`config.mk`:
```
export PLATFORM = sky130hd
export DESIGN_NAME = arbiter_puf
export DESIGN_NICKNAME = d
export VERILOG_FILES = /design/src/rtl/arbiter_puf.sv
export SDC_FILE = /design/constraint.sdc
export NUM_CORES = 1
export LEC_CHECK = 0
export CAP_MARGIN = 20
export CORE_MARGIN = 5
export CORE_UTILIZATION = 54
export DETAILED_ROUTE_END_ITERATION = 12
export GPL_ROUTABILITY_DRIVEN = 0
export HOLD_SLACK_MARGIN = 0.02
export PLACE_DENSITY = 0.72
export SLEW_MARGIN = 10
export SYNTH_ARGS = -nofsm -noshare
export SYNTH_HDL_FRONTEND = slang
export SYNTH_SLANG_ARGS = --single-unit
```
`constraint.sdc`:
```
create_clock -name clk -period 2.29 [get_ports clk]
set_input_delay 0.3435 -clock clk [delete_from_list [all_inputs] [get_ports clk]]
set_output_delay 0.3435 -clock clk [all_outputs]
set_load 0.05 [all_outputs]
```
`src/rtl/arbiter_puf.sv`:
```
// Deterministic behavioural model of an N-stage arbiter PUF: a launch races top/bottom
// delay accumulators through challenge-controlled switch stages, and the arbiter picks the earlier arrival.
module arbiter_puf #(
  parameter int                          N_STAGES = 3,
  parameter int                          DLY_W    = 4,
  parameter logic [N_STAGES*DLY_W-1:0]   DLY_A    = 12'h425,
  parameter logic [N_STAGES*DLY_W-1:0]   DLY_B    = 12'h473,
  parameter logic [N_STAGES*DLY_W-1:0]   DLY_C    = 12'h164,
  parameter logic [N_STAGES*DLY_W-1:0]   DLY_D    = 12'h836
) (
  input  logic                clk,
  input  logic                rst_n,
  input  logic                pulse,
  input  logic [N_STAGES-1:0] challenge,
  output logic                response,
  output logic                busy,
  output logic                done
);

  // Wide enough to sum N_STAGES maximum delays without overflow.
  localparam int AW = DLY_W + $clog2(N_STAGES + 1);
  localparam int SW = (N_STAGES > 1) ? $clog2(N_STAGES) : 1;

  typedef enum logic [1:0] {IDLE, RUN, DECIDE} state_t;

  state_t              state;
  logic [N_STAGES-1:0] chal_r;
  logic [AW-1:0]       top;
  logic [AW-1:0]       bot;
  logic [SW-1:0]       stage;
  logic                pulse_q;
  logic                launch;
  logic [DLY_W-1:0]    a_i;
  logic [DLY_W-1:0]    b_i;
  logic [DLY_W-1:0]    c_i;
  logic [DLY_W-1:0]    d_i;

  always_comb begin
    launch = pulse & ~pulse_q & (state == IDLE);
    a_i    = DLY_A[int'(stage)*DLY_W +: DLY_W];
    b_i    = DLY_B[int'(stage)*DLY_W +: DLY_W];
    c_i    = DLY_C[int'(stage)*DLY_W +: DLY_W];
    d_i    = DLY_D[int'(stage)*DLY_W +: DLY_W];
  end

  // pulse_q resets high so a pulse already asserted at reset release is not a launch.
  always_ff @(posedge clk or negedge rst_n) begin
    if (!rst_n) begin
      state    <= IDLE;
      chal_r   <= '0;
      top      <= '0;
      bot      <= '0;
      stage    <= '0;
      pulse_q  <= 1'b1;
      response <= 1'b0;
      busy     <= 1'b0;
      done     <= 1'b0;
    end else begin
      pulse_q <= pulse;
      done    <= 1'b0;
      case (state)
        IDLE: begin
          if (launch) begin
            chal_r <= challenge;
            top    <= '0;
            bot    <= '0;
            stage  <= '0;
            busy   <= 1'b1;
            state  <= RUN;
          end
        end
        RUN: begin
          if (chal_r[stage]) begin
            top <= bot + AW'(c_i);
            bot <= top + AW'(d_i);
          end else begin
            top <= top + AW'(a_i);
            bot <= bot + AW'(b_i);
          end
          if (stage == SW'(N_STAGES - 1)) begin
            state <= DECIDE;
          end else begin
            stage <= stage + 1'b1;
          end
        end
        DECIDE: begin
          response <= (top < bot);
          done     <= 1'b1;
          busy     <= 1'b0;
          state    <= IDLE;
        end
        default: state <= IDLE;
      endcase
    end
  end

endmodule

```
==> metrics.md, run 1 <==
| Metric | Value |
|---|---|
| Synth area leader | `dfrtp_1` |
| Placed cell area | `1980 um^2` |
| Clock slew seen by the registers of the worst setup and hold paths | `about 150 ps` |
| Pwr dens | `1600 nW/um^2` |
| GRT overflow | `0` |
| Largest family of logic cells by synthesized area | `compound AO/OA/AOI/OAI gates` |
| Total Routing Usage GR | `20.4%` |
| DRT antenna net count | `0` |
| Ys flop type | `dfrtp_1` |
| Fill count | `271` |
| Most frequent cells after synthesis | `22 x dfrtp_1, 20 x ha_1, 17 x o21ai_0, 15 x nand2_1` |
| Synth-to-layout area growth | `15.2%` |
| Footprint of the multi-input gates | `1140 um^2` |
| CTS sink count | `23` |
| Post-route minimum period | `around 2200 ps` |
| Final setup fails | `0` |
| Yosys synthesis warning count | `0` |
| Cell with the most instances after synthesis | `dfrtp_1` |
| First-pass iteration count of the detailed router | `4` |
| Critical Path AT | `2450 ps` |
| Pre-CTS setup slack | `29.4 ps` |
| Die area | `between 4000 and 5000 um^2` |
| H-tree level count | `1` |
| Number of port buffers | `8` |
| Final hold violations | `0` |
| Post-synthesis xor/xnor area fraction | `6.94%` |
| Root Buffer | `clkbuf_4` |
| CTS buffer count | `3` |
| Final instance area | `2040 um^2` |
| Setup ws final | `between 80 and 90 ps` |
| Complex-gate fraction of the synthesized area | `20.0%` |
| Fin Hold WS | `353 ps` |
| CTS Hold Bufs | `0` |
| Fmax | `454 MHz` |
| Critical path buffers and inverters | `1` |
| Crit-path max FO | `7` |
| Layout net count | `245` |
| Die Y | `67.2 um` |
| Mux share of post-synthesis cell area | `4.32%` |
| Largest net degree at the start of global routing | `24` |
| Fraction of layout cells with a size suffix above 1 | `between 10% and 20%` |
| I/O Pins | `9` |
| Pins Over Slew Limit | `0` |
| Worst slew margin | `around two thirds` |
| Top delay family on crit path | `compound AO/OA/AOI/OAI gates` |
| Starting DRT DRC Count | `75` |
| Critical-path cell list | `inv_4 -> ha_1 -> or2_2 -> ha_4 -> and4_1 -> a311o_1 -> a31oi_1 -> o21ai_1 -> o211ai_1` |
| Post-synthesis cell count | `a little under 200` |
| Register area | `roughly 580 um^2` |
| Simple-gate share of the synthesized area | `15.7%` |
| Critical Path Slowest Stage Cell | `dfrtp_2` |
| Hpwl dp | `3130 um` |
| Startpoint Class | `register` |
| WS Path Type | `register to register` |
| Peak supply drop | `0.000922 V` |
| Synth Area in Adders | `16.4%` |
| Initial Util | `a little under three fifths` |
| Post-synth top area share | `just over 30%` |
| Post-synth ARST share | `100%` |
| Distinct cell type count after synthesis | `41` |
| Synth Register Bits | `23` |
| Total routed wirelength | `4060 um` |
| Clk buf depth | `2` |
| Via count | `1472` |
| Worst-Skew Late Latency | `roughly 320 ps` |
| CTS tree | `built` |
| Number of global-route vias before repair | `about 1500` |
| Core area | `3100 um^2` |
| Netlist Area Pre-Place | `1770 um^2` |
| Avg WL per Cell | `15.6 um` |
| Top post-synthesis cells by area | `dfrtp_1 31%, ha_1 14%, o21ai_0 4.8%` |
| Syn_nets | `222` |
| DRC | `0` |
| Max-Cap Viols | `0` |
| First-pass GRT wire length | `7080 um` |
| Static Leak | `0.929 nW` |
| Critical Path End Type | `register` |
| Max Clock Skew | `around 6.4 ps` |
| Hold Crit Class | `input pin to asynchronous set/reset pin` |
| Status | `finished, final reports clean` |
| Slew @ Worst Pin | `between 500 and 600 ps` |
| Post-synth EDFFs | `0` |
| Worst setup startpoint | `stage[1]` |
| Die Wd | `approximately 67 um` |
| Std-Cell Rows | `20` |
| Critical Path RT | `~2500 ps` |
| Initial antenna violation count | `0` |
| Average size of a mapped cell | `~9 um^2` |
| Pwr Total | `3.27 mW` |
| Reg2reg start | `stage[1]` |
| # diodes | `0` |
| DR vias/cell | `5.66` |
| Post-route clock period utilization | `between 90 and 100%` |
| Largest stage delay, worst path | `450 ps` |
| Register area share after synthesis | `32.6%` |
-- state kept, by name, indices dropped and copies added, names as in the netlist --
name and cells:
stage 2, top 6, done 1, chal_r 3, bot 6, response 1, busy 1, state 2
pulse_q 1
-- layout make-up --
type	count	area share, %
multi-input combinational	154	55.9
sequential	23	28.4
inverter	13	2.52
clock buffer	3	1.11
clock inverter	1	0.246
timing repair buffer	22	9.10
tap	44	2.70
-- cell families (layout without fill, tap and decap cells) --
kind of cell	Yosys count	after routing
AO/OA/AOI/OAI	58	58
AND/OR/NAND/NOR	53	53
flip-flops	23	23
adder cells (fa/ha/maj)	22	22
buffers and inverters	17	39
XOR/XNOR	14	14
multiplexers	7	7
-- stage by stage --
step | TNS (ps) | utilization (%) | instances
6_report | 0 | 65.6 | 260
5_1_grt | -27.5 | 65.6 | 260
4_1_cts | 0 | 64.7 | 259
3_5_place_dp | 0 | 63.8 | 255
3_3_place_gp | 0 | 63.8 | 255
2_1_floorplan | 0 | - | 194
-- placed cells by master, fill, tap and decap left out, types with 8 or more instances in the layout --
master and n:
a21oi_1 12, buf_4 14, clkdlybuf4s50_1 8, dfrtp_1 21, ha_1 18, inv_1 11
nand2_1 15, nor2_1 12, nor2b_1 8, o21ai_0 16, xnor2_1 8
-- routing by layer --
metal	track usage [%]	part of all wire (%)
met1	27.9	46
met2	32.9	47
met3	3.83	5.5
met4	6.33	1.4
met5	0	0
-- final timing paths --
| kind | end | slack [ps] | cells past startpoint |
|---|---|---|---|
| setup reg to reg | top[5] | 80 | 9 |
| setup / recovery | top[5] | 80 | 9 |
| hold / removal | top[1] | 350 | 2 |
| hold reg to reg | response | 500 | 1 |
| min in group clk | pulse_q | 430 | 1 |
| max in group asynchronous | pulse_q | 1650 | 2 |
-- repair_timing --
item,CTS,global route
setup endpoints to repair,0,3
gates resized for setup,0,5
buffers inserted,0,1
-- power breakdown --
group | switching [mW] | internal (mW) | total [mW]
clock network | 0.140 | 0.0654 | 0.205
registers | 0.207 | 0.574 | 0.782
logic | 1.24 | 1.04 | 2.28
Power figures use the tool's default switching activity.
==> run 2, diff against run 1 <==
--- a/config.mk
+++ b/config.mk
@@ -12,7 +12,6 @@
 export GPL_ROUTABILITY_DRIVEN = 0
 export HOLD_SLACK_MARGIN = 0.02
 export PLACE_DENSITY = 0.72
-export SLEW_MARGIN = 10
 export SYNTH_ARGS = -nofsm -noshare
 export SYNTH_HDL_FRONTEND = slang
 export SYNTH_SLANG_ARGS = --single-unit
==> results of run 2 <==
The final DEF is identical to that of run 1; final timing and power are the same.
==> run 3, diff against run 2 <==
--- a/config.mk
+++ b/config.mk
@@ -8,10 +8,11 @@
 export CAP_MARGIN = 20
 export CORE_MARGIN = 5
 export CORE_UTILIZATION = 54
+export CTS_CLUSTER_DIAMETER = 100
 export DETAILED_ROUTE_END_ITERATION = 12
 export GPL_ROUTABILITY_DRIVEN = 0
 export HOLD_SLACK_MARGIN = 0.02
-export PLACE_DENSITY = 0.72
+export PLACE_DENSITY = 0.76
 export SYNTH_ARGS = -nofsm -noshare
 export SYNTH_HDL_FRONTEND = slang
 export SYNTH_SLANG_ARGS = --single-unit
==> metrics.md, run 3 (synthesis results as in run 1) <==
| Metric | Value |
|---|---|
| Synth-to-layout area growth | `14.6%` |
| Critical-path cell list | `buf_4 -> ha_1 -> ha_1 -> ha_1 -> a21oi_2 -> nor2b_1 -> o21ai_0 -> xnor2_1 -> a21oi_1 -> o21ai_0` |
| Post-CTS setup buffers | `0` |
| Sw frac | `about half` |
| Reg2reg start | `stage[1]` |
| Combinational group share of total power | `70.1%` |
| CTS Hold Bufs | `0` |
| Uppermost layer routed | `met4` |
| Pwr dens | `~1600 nW/um^2` |
| Post-route minimum period | `2210 ps` |
| Max Clock Skew | `3.47 ps` |
| Std-Cell Rows | `20` |
| First-pass iteration count of the detailed router | `4` |
| Fill count | `283` |
| Placed cell area | `1980 um^2` |
| Critical Path RT | `between 2000 and 3000 ps` |
| Layout net count | `244` |
| Top delay family on crit path | `adder cells` |
| DRC | `0` |
| DR vias/cell | `5.74` |
| Total Routing Usage GR | `a little over 20%` |
| Wire length on met1 | `between 1500 and 2000 um` |
| Most frequent cells in the layout | `21 x dfrtp_1, 19 x ha_1, 16 x o21ai_0` |
| Largest stage delay, worst path | `450 ps` |
| Status | `finished, final reports clean` |
| Max-Cap Viols | `0` |
| WS Path Type | `register to register` |
| Worst slew margin | `approximately two thirds` |
| Clock slew seen by the registers of the worst setup and hold paths | `approximately 120 ps` |
| Worst-Skew Late Latency | `310 ps` |
| Via count | `1486` |
| Peak supply drop | `0.000875 V` |
| Post-route clock period utilization | `96.5%` |
| Worst setup startpoint | `stage[1]` |
| CTS-repair resized insts | `0` |
| Startpoint Class | `register` |
| Critical path buffers and inverters | `1` |
| Critical Path End Type | `register` |
| Pre-CTS setup slack | `54.4 ps` |
| Number of port buffers | `8` |
| Root Buffer | `clkbuf_4` |
| Sequential power share | `roughly a quarter` |
| Final hold violations | `0` |
| Die Y | `67.2 um` |
| Starting DRT DRC Count | `104` |
| P_int | `1.67 mW` |
| Number of global-route vias before repair | `1519` |
| Fraction of layout cells with a size suffix above 1 | `15.3%` |
| Initial antenna violation count | `0` |
| First-pass GRT wire length | `roughly 7000 um` |
| Register area | `578 um^2` |
| CTS buffer count | `3` |
| Core area | `3100 um^2` |
| H-tree level count | `1` |
| Setup ws final | `approximately 80 ps` |
| Fmax | `452 MHz` |
| Avg WL per Cell | `roughly 16 um` |
| CTS sink count | `23` |
| Sw Pwr | `1.58 mW` |
| Crit-path max FO | `4` |
| Hpwl dp | `3130 um` |
| Footprint of the multi-input gates | `approximately 1100 um^2` |
| Hold Crit Class | `input pin to asynchronous set/reset pin` |
| Clk buf depth | `2` |
| Met3 WL | `between 200 and 250 um` |
| Die area | `approximately 4500 um^2` |
| # diodes | `0` |
| Most common cell after layout, fill and taps aside | `dfrtp_1` |
| Total routed wirelength | `just over 4000 um` |
| Met2 WL | `1950 um` |
| CTS tree | `built` |
| Final setup fails | `0` |
| Static Leak | `0.922 nW` |
| Slew @ Worst Pin | `498 ps` |
| Largest net degree at the start of global routing | `24` |
| Initial Util | `56.9%` |
| Critical Path AT | `2450 ps` |
| Critical Path Slowest Stage Cell | `dfrtp_2` |
| Final instance area | `2020 um^2` |
| Clock Power Share | `5.9%` |
| I/O Pins | `9` |
| Most used cell along the critical path | `ha_1` |
| Biggest regs | `bot x6, top x6, chal_r x3` |
| DRT antenna net count | `0` |
| GRT overflow | `0` |
| Die Wd | `67.2 um` |
| Pins Over Slew Limit | `0` |
run 3: power by group through the flow:
stage / clock network, mW / logic [mW] / registers (mW)
floorplan: 0 / 1.54 / 0.807
global placement: 0 / 2.11 / 0.768
detailed placement: 0 / 2.20 / 0.779
CTS: 0.204 / 2.23 / 0.771
global route: 0.217 / 2.55 / 0.810
finish: 0.190 / 2.28 / 0.782
run 3: final timing paths:
check,end,slack [ps],cells after the start
min in group clk,pulse_q,440,1
hold reg to reg,response,500,1
setup / recovery,top[4],80,10
max in group asynchronous,pulse_q,1640,2
hold / removal,top[0],370,2
setup reg to reg,top[4],80,10
run 3: cell type report:
type / instances / area share [%]
Clock buffer: 4 / 1.30
Inverter: 13 / 2.41
Multi-Input combinational cell: 154 / 56.2
Sequential cell: 23 / 28.6
Tap cell: 44 / 2.72
Timing Repair Buffer: 21 / 8.78
run 3: per-layer routing:
| metal | vias up | GRT usage [%] |
|---|---|---|
| met5 | - | 0 |
| met4 | 0 | 8.35 |
| met3 | 11 | 1.66 |
| met2 | 47 | 35.1 |
| met1 | 708 | 27.3 |
| li1 | 720 | - |
run 3: per-stage QoR:
stage	util [%]	power (mW)	instances	hold WS, ps	TNS [ps]
2_1_floorplan	-	2.35	194	47.9	0
3_5_place_dp	63.8	2.98	255	470	0
4_1_cts	64.6	3.20	259	367	0
6_report	65.2	3.25	259	371	0
5_1_grt	65.2	3.58	259	388	-23.0
3_3_place_gp	63.8	2.88	255	460	0
